==> src/rtl/mini_src_pkg.sv <==
// Shared opcode, ALU-select, state and instruction-class definitions for the
// Mini SRC hardwired control sequencer.
package mini_src_pkg;

    localparam logic [4:0] OP_LD   = 5'b00000;
    localparam logic [4:0] OP_LDI  = 5'b00001;
    localparam logic [4:0] OP_ST   = 5'b00010;
    localparam logic [4:0] OP_ADD  = 5'b00011;
    localparam logic [4:0] OP_SUB  = 5'b00100;
    localparam logic [4:0] OP_AND  = 5'b00101;
    localparam logic [4:0] OP_OR   = 5'b00110;
    localparam logic [4:0] OP_ROR  = 5'b00111;
    localparam logic [4:0] OP_ROL  = 5'b01000;
    localparam logic [4:0] OP_SHR  = 5'b01001;
    localparam logic [4:0] OP_SHRA = 5'b01010;
    localparam logic [4:0] OP_SHL  = 5'b01011;
    localparam logic [4:0] OP_ADDI = 5'b01100;
    localparam logic [4:0] OP_ANDI = 5'b01101;
    localparam logic [4:0] OP_ORI  = 5'b01110;
    localparam logic [4:0] OP_NOP  = 5'b11010;
    localparam logic [4:0] OP_HALT = 5'b11011;

    localparam logic [4:0] ALU_ADD = 5'b00011;
    localparam logic [4:0] ALU_AND = 5'b00101;
    localparam logic [4:0] ALU_OR  = 5'b00110;

    typedef enum logic [3:0] {
        S_IDLE, S_T0, S_T1, S_T2, S_T3, S_T4, S_T5, S_T6, S_T7, S_HALT
    } state_t;

    typedef enum logic [2:0] {
        IC_RTYPE, IC_IMM, IC_LDI, IC_LD, IC_ST, IC_NOP, IC_HALT, IC_ILLEGAL
    } iclass_t;

endpackage

==> src/rtl/control_unit_if.sv <==
// Control bundle between the sequencer (master) and the Mini SRC datapath (slave).
interface control_unit_if;
    logic [31:0] IR;
    logic        stop;
    logic        run;
    logic        illegal;
    logic        PC_out, MDR_out, Zlo_out, Zhi_out, HI_out, LO_out, In_out, C_out, R_out, BAout;
    logic        Gra, Grb, Grc, Rin;
    logic        MAR_rd, Zlo_rd, PC_rd, MDR_rd, IR_rd, Y_rd;
    logic        IncPC, Read, Write;
    logic [4:0]  op_sel;

    modport master (
        input  IR, stop,
        output run, illegal,
        output PC_out, MDR_out, Zlo_out, Zhi_out, HI_out, LO_out, In_out, C_out, R_out, BAout,
        output Gra, Grb, Grc, Rin,
        output MAR_rd, Zlo_rd, PC_rd, MDR_rd, IR_rd, Y_rd,
        output IncPC, Read, Write, op_sel
    );

    modport slave (
        output IR, stop,
        input  run, illegal,
        input  PC_out, MDR_out, Zlo_out, Zhi_out, HI_out, LO_out, In_out, C_out, R_out, BAout,
        input  Gra, Grb, Grc, Rin,
        input  MAR_rd, Zlo_rd, PC_rd, MDR_rd, IR_rd, Y_rd,
        input  IncPC, Read, Write, op_sel
    );
endinterface

==> src/rtl/ctrl_decode.sv <==
// Opcode to instruction-class decode, plus the ALU select each class uses in T4.
module ctrl_decode
    import mini_src_pkg::*;
#(
    parameter int OPW = 5
) (
    input  logic [OPW-1:0] opcode,
    output iclass_t        iclass,
    output logic [4:0]     alu_sel
);

    always_comb begin
        iclass  = IC_ILLEGAL;
        alu_sel = '0;
        case (opcode) inside
            [OP_ADD:OP_SHL]: begin iclass = IC_RTYPE; alu_sel = opcode; end
            OP_ADDI:         begin iclass = IC_IMM;   alu_sel = ALU_ADD; end
            OP_ANDI:         begin iclass = IC_IMM;   alu_sel = ALU_AND; end
            OP_ORI:          begin iclass = IC_IMM;   alu_sel = ALU_OR;  end
            // Address generation for ldi/ld/st is an add of base and offset.
            OP_LDI:          begin iclass = IC_LDI;   alu_sel = ALU_ADD; end
            OP_LD:           begin iclass = IC_LD;    alu_sel = ALU_ADD; end
            OP_ST:           begin iclass = IC_ST;    alu_sel = ALU_ADD; end
            OP_NOP:          iclass = IC_NOP;
            OP_HALT:         iclass = IC_HALT;
            default:         iclass = IC_ILLEGAL;
        endcase
    end

endmodule

==> src/rtl/control_unit.sv <==
// Hardwired Moore sequencer for the Mini SRC datapath: common T0-T2 fetch,
// per-class execute, then back to T0 (or HALT on stop/halt/illegal).
module control_unit
    import mini_src_pkg::*;
#(
    parameter int OPW             = 5,
    parameter bit HALT_ON_ILLEGAL = 1'b1
) (
    input  logic           clk,
    input  logic           clr,
    control_unit_if.master bus
);

    state_t     state_q, state_d, boundary;
    logic       illegal_q, illegal_d;
    iclass_t    iclass;
    logic [4:0] alu_sel;
    logic       unused_ir;

    assign unused_ir = ^bus.IR[31-OPW:0];

    ctrl_decode #(.OPW(OPW)) u_decode (
        .opcode  (bus.IR[31:32-OPW]),
        .iclass  (iclass),
        .alu_sel (alu_sel)
    );

    always_ff @(posedge clk or negedge clr) begin
        if (!clr) begin
            state_q   <= S_IDLE;
            illegal_q <= 1'b0;
        end else begin
            state_q   <= state_d;
            illegal_q <= illegal_d;
        end
    end

    // stop only matters where an instruction would otherwise return to T0.
    assign boundary = bus.stop ? S_HALT : S_T0;

    always_comb begin
        state_d   = state_q;
        illegal_d = illegal_q;
        case (state_q)
            S_IDLE: state_d = S_T0;
            S_T0:   state_d = S_T1;
            S_T1:   state_d = S_T2;
            S_T2: begin
                case (iclass)
                    IC_NOP:  state_d = boundary;
                    IC_HALT: state_d = S_HALT;
                    IC_ILLEGAL: begin
                        illegal_d = 1'b1;
                        state_d   = HALT_ON_ILLEGAL ? S_HALT : boundary;
                    end
                    default: state_d = S_T3;
                endcase
            end
            S_T3:   state_d = S_T4;
            S_T4:   state_d = S_T5;
            S_T5:   state_d = (iclass == IC_LD || iclass == IC_ST) ? S_T6 : boundary;
            S_T6:   state_d = S_T7;
            S_T7:   state_d = boundary;
            S_HALT: state_d = S_HALT;
            default: state_d = S_IDLE;
        endcase
    end

    always_comb begin
        bus.PC_out  = 1'b0; bus.MDR_out = 1'b0; bus.Zlo_out = 1'b0; bus.Zhi_out = 1'b0;
        bus.HI_out  = 1'b0; bus.LO_out  = 1'b0; bus.In_out  = 1'b0; bus.C_out   = 1'b0;
        bus.R_out   = 1'b0; bus.BAout   = 1'b0;
        bus.Gra     = 1'b0; bus.Grb     = 1'b0; bus.Grc     = 1'b0; bus.Rin     = 1'b0;
        bus.MAR_rd  = 1'b0; bus.Zlo_rd  = 1'b0; bus.PC_rd   = 1'b0; bus.MDR_rd  = 1'b0;
        bus.IR_rd   = 1'b0; bus.Y_rd    = 1'b0;
        bus.IncPC   = 1'b0; bus.Read    = 1'b0; bus.Write   = 1'b0;
        bus.op_sel  = '0;
        bus.run     = (state_q != S_IDLE) && (state_q != S_HALT);
        bus.illegal = illegal_q;
        case (state_q)
            S_T0: begin bus.PC_out = 1'b1; bus.MAR_rd = 1'b1; bus.IncPC = 1'b1; bus.Zlo_rd = 1'b1; end
            S_T1: begin bus.Zlo_out = 1'b1; bus.PC_rd = 1'b1; bus.Read = 1'b1; bus.MDR_rd = 1'b1; end
            S_T2: begin bus.MDR_out = 1'b1; bus.IR_rd = 1'b1; end
            S_T3: begin
                bus.Grb  = 1'b1;
                bus.Y_rd = 1'b1;
                if (iclass == IC_RTYPE || iclass == IC_IMM) bus.R_out = 1'b1;
                else                                        bus.BAout = 1'b1;
            end
            S_T4: begin
                bus.Zlo_rd = 1'b1;
                bus.op_sel = alu_sel;
                if (iclass == IC_RTYPE) begin bus.Grc = 1'b1; bus.R_out = 1'b1; end
                else                    bus.C_out = 1'b1;
            end
            S_T5: begin
                bus.Zlo_out = 1'b1;
                if (iclass == IC_LD || iclass == IC_ST) bus.MAR_rd = 1'b1;
                else begin bus.Gra = 1'b1; bus.Rin = 1'b1; end
            end
            S_T6: begin
                // A store loads MDR from the register on the bus, not from memory.
                bus.MDR_rd = 1'b1;
                if (iclass == IC_ST) begin bus.Gra = 1'b1; bus.R_out = 1'b1; end
                else                 bus.Read = 1'b1;
            end
            S_T7: begin
                if (iclass == IC_ST) bus.Write = 1'b1;
                else begin bus.MDR_out = 1'b1; bus.Gra = 1'b1; bus.Rin = 1'b1; end
            end
            default: ;
        endcase
    end

endmodule

==> src/flat_wrapper.sv <==
// flat-port wrapper written by rule: the top's interface ports become plain ports
module control_unit_flat import mini_src_pkg::*;
#(
    parameter int OPW             = 5,
    parameter bit HALT_ON_ILLEGAL = 1'b1
)
  (clk, clr, bus_IR, bus_stop, bus_run, bus_illegal, bus_PC_out, bus_MDR_out, bus_Zlo_out, bus_Zhi_out, bus_HI_out, bus_LO_out, bus_In_out, bus_C_out, bus_R_out, bus_BAout, bus_Gra, bus_Grb, bus_Grc, bus_Rin, bus_MAR_rd, bus_Zlo_rd, bus_PC_rd, bus_MDR_rd, bus_IR_rd, bus_Y_rd, bus_IncPC, bus_Read, bus_Write, bus_op_sel);
  control_unit_if bus_i ();
  input  logic clk;
  input  logic clr;
  input wire logic [$bits(bus_i.IR)-1:0] bus_IR;
  input wire logic [$bits(bus_i.stop)-1:0] bus_stop;
  output wire logic [$bits(bus_i.run)-1:0] bus_run;
  output wire logic [$bits(bus_i.illegal)-1:0] bus_illegal;
  output wire logic [$bits(bus_i.PC_out)-1:0] bus_PC_out;
  output wire logic [$bits(bus_i.MDR_out)-1:0] bus_MDR_out;
  output wire logic [$bits(bus_i.Zlo_out)-1:0] bus_Zlo_out;
  output wire logic [$bits(bus_i.Zhi_out)-1:0] bus_Zhi_out;
  output wire logic [$bits(bus_i.HI_out)-1:0] bus_HI_out;
  output wire logic [$bits(bus_i.LO_out)-1:0] bus_LO_out;
  output wire logic [$bits(bus_i.In_out)-1:0] bus_In_out;
  output wire logic [$bits(bus_i.C_out)-1:0] bus_C_out;
  output wire logic [$bits(bus_i.R_out)-1:0] bus_R_out;
  output wire logic [$bits(bus_i.BAout)-1:0] bus_BAout;
  output wire logic [$bits(bus_i.Gra)-1:0] bus_Gra;
  output wire logic [$bits(bus_i.Grb)-1:0] bus_Grb;
  output wire logic [$bits(bus_i.Grc)-1:0] bus_Grc;
  output wire logic [$bits(bus_i.Rin)-1:0] bus_Rin;
  output wire logic [$bits(bus_i.MAR_rd)-1:0] bus_MAR_rd;
  output wire logic [$bits(bus_i.Zlo_rd)-1:0] bus_Zlo_rd;
  output wire logic [$bits(bus_i.PC_rd)-1:0] bus_PC_rd;
  output wire logic [$bits(bus_i.MDR_rd)-1:0] bus_MDR_rd;
  output wire logic [$bits(bus_i.IR_rd)-1:0] bus_IR_rd;
  output wire logic [$bits(bus_i.Y_rd)-1:0] bus_Y_rd;
  output wire logic [$bits(bus_i.IncPC)-1:0] bus_IncPC;
  output wire logic [$bits(bus_i.Read)-1:0] bus_Read;
  output wire logic [$bits(bus_i.Write)-1:0] bus_Write;
  output wire logic [$bits(bus_i.op_sel)-1:0] bus_op_sel;
  assign bus_i.IR = bus_IR;
  assign bus_i.stop = bus_stop;
  assign bus_run = bus_i.run;
  assign bus_illegal = bus_i.illegal;
  assign bus_PC_out = bus_i.PC_out;
  assign bus_MDR_out = bus_i.MDR_out;
  assign bus_Zlo_out = bus_i.Zlo_out;
  assign bus_Zhi_out = bus_i.Zhi_out;
  assign bus_HI_out = bus_i.HI_out;
  assign bus_LO_out = bus_i.LO_out;
  assign bus_In_out = bus_i.In_out;
  assign bus_C_out = bus_i.C_out;
  assign bus_R_out = bus_i.R_out;
  assign bus_BAout = bus_i.BAout;
  assign bus_Gra = bus_i.Gra;
  assign bus_Grb = bus_i.Grb;
  assign bus_Grc = bus_i.Grc;
  assign bus_Rin = bus_i.Rin;
  assign bus_MAR_rd = bus_i.MAR_rd;
  assign bus_Zlo_rd = bus_i.Zlo_rd;
  assign bus_PC_rd = bus_i.PC_rd;
  assign bus_MDR_rd = bus_i.MDR_rd;
  assign bus_IR_rd = bus_i.IR_rd;
  assign bus_Y_rd = bus_i.Y_rd;
  assign bus_IncPC = bus_i.IncPC;
  assign bus_Read = bus_i.Read;
  assign bus_Write = bus_i.Write;
  assign bus_op_sel = bus_i.op_sel;
  control_unit #(.OPW(OPW), .HALT_ON_ILLEGAL(HALT_ON_ILLEGAL)) u_core (.clk(clk), .clr(clr), .bus(bus_i));
endmodule
==> config.mk <==
export PLATFORM = sky130hd
export DESIGN_NAME = control_unit_flat
export DESIGN_NICKNAME = d
export VERILOG_FILES = /design/src/rtl/mini_src_pkg.sv /design/src/rtl/control_unit_if.sv /design/src/rtl/ctrl_decode.sv /design/src/rtl/control_unit.sv /design/src/flat_wrapper.sv
export SDC_FILE = /design/constraint.sdc
export NUM_CORES = 1
export LEC_CHECK = 0
export BUFFER_PORTS_ARGS = -buffer_cell sky130_fd_sc_hd__buf_2
export CORE_MARGIN = 5
export CORE_UTILIZATION = 37
export CTS_CLUSTER_DIAMETER = 50
export DETAILED_ROUTE_END_ITERATION = 6
export PLACE_DENSITY = 0.79
export SYNTH_ARGS = -nofsm -noshare
export SYNTH_HDL_FRONTEND = slang
export SYNTH_SLANG_ARGS = --single-unit
==> constraint.sdc <==
create_clock -name clk -period 2.1 [get_ports clk]
set_input_delay 0.525 -clock clk [delete_from_list [all_inputs] [get_ports clk]]
set_output_delay 0.525 -clock clk [all_outputs]
set_load 0.01 [all_outputs]
[Word level (Yosys, flattened, before mapping)]
Cells that the tools add are included.
Word-level totals
  register bits: 5
  output and inout bits: 30
Cells by class
  magnitude comparators: 2
  equality and inequality tests: 23
  mux-type cells: 46
  reductions and logical operators: 13
Operators by type and width (count)
  4-bit case mux with 10 select lines: 1
  5-bit two-way mux: 7
  1-bit two-way mux: 20
  3-bit two-way mux: 6
  4-bit by 3-bit equality test with 1-bit output (second input constant): 4
  5-bit by 4-bit equality test with 1-bit output (second input constant): 3
  3-bit equality test (second input constant): 4
  5-bit equality test (second input constant): 2
  4-bit by 2-bit equality test with 1-bit output (second input constant): 2
  4-bit equality test (second input constant): 2
  4-bit two-way mux: 2
  1-bit case mux with 2 select lines: 4
  4-bit case mux with 2 select lines: 1
  2-bit OR reduction: 4
  2-bit two-way mux: 3
  1-bit case mux with 3 select lines: 2
  5-bit by 1-bit equality test with 1-bit output (second input constant): 1
  5-bit by 2-bit equality test with 1-bit output (second input constant): 1
  5-bit by 2-bit greater-or-equal comparator with 1-bit output (second input constant): 1
  5-bit by 4-bit less-or-equal comparator with 1-bit output (second input constant): 1
  5-bit zero test: 1
  4-bit by 1-bit equality test with 1-bit output (second input constant): 1
  4-bit zero test: 1
  4-bit inequality test (second input constant): 1
  other kinds (7): 9

[Depth between registers and ports, before layout]
Gate-level depths: netlist of the first run.
  depth after elaboration: 14
  gate-level depth with buffers: 5
  mapped depth without buffers: 4

[Hierarchy]
A second synthesis of the first run with hierarchy kept.
Unflattened totals
  cells, all modules: 122
  area total of the unflattened synthesis: 873.3 um^2
By module, submodules not included
  control_unit: instances 1, cells each 88, area each 643.1 um^2, seq. area each 125.1 um^2
  ctrl_decode: instances 1, cells each 34, area each 230.2 um^2, seq. area each 0.0 um^2

[Worst setup path before layout of the first run]
No wires, ideal clock.
  path type: in2out
  from: in bus_IR[27]
  to: out bus_MAR_rd
  data arrival time: 1.441 ns
  required time: 1.575 ns
  path slack: 0.134 ns
  stages: 5
  path buffers: 1
  path through: buf_2 > or4_4 > nor2_1 > a22oi_1 > nor2_1
On the way
  longest elaborated chain between the ends: 14
  elaborated cells on any way between the ends: 25
  those cells by class: 2 x order compare; 9 x eq/ne; 11 x mux; 3 x reduce/logical
RTL lines
  start: declaration: RTL line flat_wrapper.sv:11  | input wire logic [$bits(bus_i.IR)-1:0] bus_IR;
  5-bit equality test (no source line)
  1-bit two-way mux: RTL line ctrl_decode.sv:15  | case (opcode) inside
  2-bit two-way mux (2 in a row): RTL line ctrl_decode.sv:15
  3-bit two-way mux (5 in a row): RTL line ctrl_decode.sv:15
  3-bit two-way mux *: RTL line ctrl_decode.sv:15
  3-bit by 2-bit equality test with 1-bit output / 3-bit equality test (equally long branches): RTL line control_unit.sv:98  | if (iclass == IC_LD || iclass == IC_ST) bus.MAR_rd = 1'b1;
  1-bit logical OR *: RTL line control_unit.sv:98
  1-bit two-way mux *: RTL line control_unit.sv:98
  1-bit case mux with 2 select lines *: RTL line control_unit.sv:80  | case (state_q)
  end: declaration: RTL line flat_wrapper.sv:29  | output wire logic [$bits(bus_i.MAR_rd)-1:0] bus_MAR_rd;
Mark *: on every way between the ends. The rest lies on a longest branch, timed or not.

[Final worst setup path of the first run]
  from: in bus_IR[29]
  to: out bus_MAR_rd
Same word-level chain as after synthesis.

==> summary.txt, run 1 <==
Global route
  – First-pass GRT wire length: 3.68 mm
  – Initial antenna violation count: 0
  – Largest net degree at the start of global routing: 19
  – Total GRT Usage: 16.7%
  – Total grt overflow: 0
  – Vias in the first global route: 859

Synth
  – Main combinational cell family by area after synthesis: simple AND/OR/NAND/NOR gates
  – Top FF cell, synth: dfrtp_1
  – Post-synthesis adder-cell area fraction: 0%
  – Cell variety after synth: 37
  – Post-synthesis sequential area ratio: 17.0%
  – Synth Area in Compound Gates: 29.6%
  – Area contributors post-synth: dfrtp_1 (17%), nor2_1 (7.7%), buf_4 (7.2%), nand2_1 (5.6%), a21oi_1 (5.5%)
  – Asr flop ratio synth: 100%
  – Simple-gate share of the synthesized area: 38.0%
  – Mapped cell area: 734 um^2
  – Share of the synthesized area in the top cell type: 17.0%
  – Yosys warns: 0
  – XOR/XNOR share of the synthesized area: 1.19%
  – Mean Syn Cell Area: 6.68 um^2
  – Synthesized instance count: 110
  – Synth area leader: dfrtp_1
  – Synth Register Bits: 5
  – Number of flops mapped to enable cells by yosys: 0
  – Post-synthesis mux area share: 0%

Power
  – Clock power share: 8.8%
  – Combinational share of power: 76.9%
  – NetSw: 0.602 mW
  – Sw frac: 50.1%
  – Leakage power: 0.501 nW
  – Sequential power share: 14.3%
  – Pwr dens: 1140 mW/mm^2
  – Design internal power: 0.601 mW
  – Peak supply drop: 0.760 mV
  – Tot Pwr: 1.20 mW

Finish
  – Most frequent cells in the layout: buf_2 (29), buf_4 (15), nor2_1 (13)
  – Fin nets: 184
  – Share of layout cells above drive strength 1: 43.9%
  – Most common cell after layout, fill and taps aside: buf_2
  – Finished Layout Cells: 175
  – N_diodes: 0
  – P&R area growth vs syn: 44.1%

Clock network
  – H-tree levels: 1
  – CTS max path bufs: 2
  – Clk sinks: 5
  – CTS tree: yes
  – Clock slew at reported path FFs: 40 ps
  – CTS buffer count: 3
  – CTS Hold Bufs: 0
  – Clock root buffer: clkbuf_4
  – Clock Latency Late Sink: 230 ps

Timing
  – Fin. max-slew vios: 0
  – RSZ-0062 raised after global routing: yes
  – Fmax: 470 MHz
  – Final setup fails: 1
  – Fin worst setup slack: -26.5 ps
  – Skew final: 0.0552 ps
  – Hold_ws: 93.4 ps
  – Fin crit share: 101%
  – Minimum clock period: 2130 ps
  – Final hold vios: 0

Floorplan
  – Cell Rows: 16
  – Initial core utilization: 38.2%
  – I/O pin count: 65
  – Die ar.: 0.00298 mm^2
  – Die Wd: 54.6 um
  – Die height: 54.6 um
  – Core area: 0.00192 mm^2

Run status
  – Failing checks: setup timing
  – Status: finished with violations

Critical path
  – Type of the worst setup path: in2out
  – Buf/Inv on CP: 2
  – WP data arrival: 1600 ps
  – Worst setup SP type: input pin
  – Crit-path max FO: 3
  – Cell breakdown of the critical path: buf_8, or4_4, nor2_4, a22oi_2, nor2_1, buf_2
  – Slowest CP cell: or4_4
  – Req. time, crit path: 1570 ps
  – Worst path max stage delay: 560 ps
  – Largest delay share family, worst path: simple AND/OR/NAND/NOR gates
  – Critical Path Sink Type: output pin

Detailed routing
  – DRC Markers: 0
  – Total Wirelength: 2.36 mm
  – Vias/cell: 5.31
  – 1st-iter DRT viols: 29
  – 1st-pass router iterations: 4
  – DRT antenna net count: 0
  – Avg WL per Cell: 13.5 um
  – Via count: 929

Flow run
  – Max Cap Viol: 0

Placed design
  – Cells after DPL: 169
  – Number of port buffers: 32
  – Routability cong.: 0.835
  – Hpwl dp: 1.82 mm

Min path
  – Hold crit path type: in2async
per-layer routing:
metal  global-route usage, %  part of all wire, %  vias up
li1                        -                    -      452
met1                    19.6                   40      423
met2                    29.3                   50       44
met3                    1.36                  6.7       10
met4                    9.54                  3.1        0
met5                       0                    0        -
registers in the layout, summed over array words and instances, names as in the netlist:
name	cells
u_core.bus.illegal	1
u_core.state_q	4
cells in the mapped netlist, types with 2 or more instances:
cell / number
nor2_1: 15
nor3b_1: 3
nand3_1: 3
o21bai_1: 3
buf_2: 5
o21ai_0: 2
o21ai_1: 3
or2_1: 2
nor2b_1: 3
buf_4: 7
a211oi_1: 3
and2_1: 2
clkbuf_1: 3
o22ai_1: 2
nand2b_1: 5
a21oi_1: 8
nor3_1: 4
nand2_1: 11
dfrtp_1: 5
inv_1: 2
a21o_1: 2
a22oi_1: 2
path summary, 6_finish.rpt:
kind,end,slack [ps],start,depth (start not counted)
max,bus_MAR_rd,-30,bus_IR[29],6
min,u_core.state_q[1],90,clr,1
min reg2reg,u_core.bus.illegal,500,u_core.bus.illegal,1
max in group asynchronous,u_core.state_q[3],1880,clr,1
max reg2reg,u_core.state_q[3],710,u_core.state_q[0],5
min in group clk,u_core.bus.illegal,500,u_core.bus.illegal,1
stage by stage:
| stage | util, % | cell area (um^2) | setup slack (ps) | TNS [ps] |
|---|---|---|---|---|
| floorplan | - | 749 | 134 | 0 |
| global placement | 49.0 | 941 | -40.5 | -69.6 |
| detailed placement | 49.0 | 941 | -121 | -272 |
| CTS | 52.0 | 1000 | -0.555 | -0.555 |
| global route | 55.1 | 1060 | -95.2 | -399 |
| finish | 55.1 | 1060 | -26.5 | -26.5 |
worst reg2reg max path: stages, from the launching register on:
cell     delay [ps]
dfrtp_1         360
buf_4           230
nand2_1         100
nor3_1          300
nor2b_1         190
a21o_1          140
area by class of cell:
type | instances | area [um^2]
flip-flops and latches | 5 | 125
inverters | 2 | 7.51
fillers | 186 | 863
multi-input cells | 91 | 582
clock buffers | 4 | 26.3
well taps | 27 | 33.8
repair buffers | 46 | 284
cells by family (layout without fill, tap and decap cells):
logic type | Yosys count | in the layout
flops | 5 | 5
buf+inv | 18 | 52
simple gates | 53 | 53
compound gates | 32 | 32
xor+xnor | 1 | 1
other cells | 1 | 5
power groups by stage:
stage	sequential, mW	clock (mW)	combinational [mW]
6_report	0.172	0.106	0.925
5_1_grt	0.176	0.123	1.02
4_1_cts	0.171	0.112	0.892
3_5_place_dp	0.165	0	0.873
3_3_place_gp	0.163	0	0.838
2_1_floorplan	0.172	0	0.580
timing repair:
action / CTS / global route
setup buffers: 0 / 2
pin swaps: 3 / 4
endpoints found under the setup margin: 9 / 9
resized for setup: 8 / 12
Note: power is estimated with default switching activity, not from simulation.
==> run 2: changes to the inputs <==
CORE_MARGIN = 8   (was 5)
CORE_UTILIZATION = 39   (was 37)
CTS_BUF_LIST = sky130_fd_sc_hd__clkbuf_8   (was unset)
GPL_TIMING_DRIVEN = 0   (was unset)
PLACE_DENSITY = 0.83   (was 0.79)
==> run 2 against run 1 <==
Compared with the run above:
- the run still ends with setup timing left
- clock power increased by 61%
- design area increased by 3.7%
- maximum frequency decreased by 0.56%
- via count increased by 0.22%
- critical path depth decreased by 1
- register-to-register slack improved by 130 ps
- combinational power increased by 5.7%
- flip-flop and latch count unchanged
- clock-buffer cell count decreased by 1
- largest cell class unchanged
- critical path type is now reg2out
- worst setup slack got worse by 12 ps
- die area increased by 19%
- power increased by 11%
==> summary.txt, run 2 (synthesis results as in run 1) <==
Floorplan
  – Die height: 59.4 um
  – Die ar.: 0.00353 mm^2
  – Initial core utilization: 42.1%
  – Cell Rows: 15
  – I/O pin count: 65
  – Core area: 0.00175 mm^2
  – Die Wd: 59.4 um

Finish
  – Most flops, register: u_core.state_q
  – Most common cell after layout, fill and taps aside: buf_2
  – Fin util: 62.9%
  – Fin nets: 188
  – Filler instances: 151
  – Area of the multi-input gates: 579 um^2
  – N_diodes: 0
  – Most frequent cells in the layout: buf_2 (31), nor2_1 (14), buf_4 (13)
  – Max reg flops: 4
  – Sequential cell area: 129 um^2
  – Share of layout cells above drive strength 1: 46.7%
  – P&R area growth vs syn: 49.4%

Timing
  – Fin crit share: 102%
  – RSZ-0062 raised after global routing: yes
  – Final setup fails: 2
  – Fin worst setup slack: -38.6 ps
  – Hold_ws: 109 ps
  – Fin. max-slew vios: 0
  – Fmax: 468 MHz
  – Skew final: 3.30 ps
  – Final hold vios: 0
  – Minimum clock period: 2140 ps

Detailed routing
  – Via count: 931
  – Vias/cell: 5.26
  – DRC Markers: 0
  – Total Wirelength: 2.39 mm
  – DRT antenna net count: 0
  – 1st-pass router iterations: 4
  – 1st-iter DRT viols: 45
  – Avg WL per Cell: 13.5 um

Flow run
  – Max Cap Viol: 0

Power
  – Sequential power share: 14.3%
  – Combinational share of power: 73.0%
  – Tot Pwr: 1.34 mW
  – Leakage power: 0.538 nW
  – Clock power share: 12.8%
  – Pwr dens: 1220 mW/mm^2
  – Peak supply drop: 0.790 mV
  – Sw frac: 47.9%
  – NetSw: 0.641 mW
  – Design internal power: 0.699 mW

Critical path
  – Cell breakdown of the critical path: inv_2, nand2_4, or3_4, a311oi_2, buf_2
  – Slowest CP cell: or3_4
  – Type of the worst setup path: reg2out
  – Req. time, crit path: 1570 ps
  – WP data arrival: 1610 ps
  – Worst setup SP type: flip-flop
  – Buf/Inv on CP: 2
  – Largest delay share family, worst path: simple AND/OR/NAND/NOR gates
  – Critical Path Sink Type: output pin
  – Crit-path max FO: 5
  – Worst path max stage delay: 430 ps

Clock network
  – CTS max path bufs: 2
  – Clock Latency Late Sink: 220 ps
  – CTS tree: yes
  – H-tree levels: 1
  – CTS Hold Bufs: 0
  – Clock slew at reported path FFs: 40 ps
  – Clk sinks: 5
  – Clock root buffer: clkbuf_8
  – CTS buffer count: 3

Global route
  – Initial antenna violation count: 0
  – Vias in the first global route: 840
  – Total grt overflow: 0
  – Largest net degree at the start of global routing: 12
  – Total GRT Usage: 13.1%
  – First-pass GRT wire length: 3.74 mm

Placed design
  – Hpwl dp: 1.77 mm
  – Pre-CTS WS: -169 ps
  – Routability cong.: 0.843
  – Number of port buffers: 31

Run status
  – Status: finished with violations
  – Failing checks: setup timing

Min path
  – Hold crit path type: in2async
==> run 2: final timing paths <==
path / slack (ps) / start / to / cells after the start
max in group asynchronous: 1850 / clr / u_core.state_q[1] / 1
min in group clk: 480 / u_core.bus.illegal / u_core.bus.illegal / 1
worst min register to register: 480 / u_core.bus.illegal / u_core.bus.illegal / 1
worst min-delay path: 110 / clr / u_core.bus.illegal / 1
worst max-delay path: -40 / u_core.state_q[1] / bus_op_sel[2] / 5
worst max register to register: 840 / u_core.state_q[1] / u_core.state_q[3] / 5
==> run 2: per-layer routing <==
| metal | part of all wire, % | global-route usage (%) | wire, um | vias up |
|---|---|---|---|---|
| li1 | - | - | - | 458 |
| met5 | 0 | 0 | 0 | - |
| met2 | 50 | 23.3 | 1210 | 29 |
| met4 | 1.6 | 3.41 | 38 | 0 |
| met1 | 41 | 14.4 | 976 | 440 |
| met3 | 7.2 | 4.34 | 173 | 4 |
==> run 2: cell type report <==
class	instances	share of cell area (%)
clock inverter	1	0.342
sequential	5	11.7
inverter	2	0.684
timing repair buffer	36	19.0
clock buffer	3	3.76
multi-input combinational	91	52.8
buffer	14	8.78
tap	25	2.85
==> run 2: what timing repair did <==
action                                  in CTS  in global routing
gates resized for setup                     15                 14
gates cloned                                 0                  0
endpoints found under the setup margin      10                  9
setup buffers                                3                  2
pin swaps                                    6                  8
==> run 2: metrics by stage <==
step	area, um^2	setup TNS [ps]	instances
floorplan	749	0	114
finish	1100	-44.6	177
global route	1100	-147	177
global placement	936	-468	170
detailed placement	936	-671	170
CTS	1040	-39.8	175
==> run 2: power by group through the flow <==
stage                     clock, mW  combinational [mW]  sequential, mW
final                         0.171               0.978           0.191
after global routing          0.186                1.07           0.196
after CTS                     0.175               0.904           0.183
after detailed placement          0               0.846           0.178
after global placement            0               0.820           0.175
after floorplan                   0               0.580           0.172
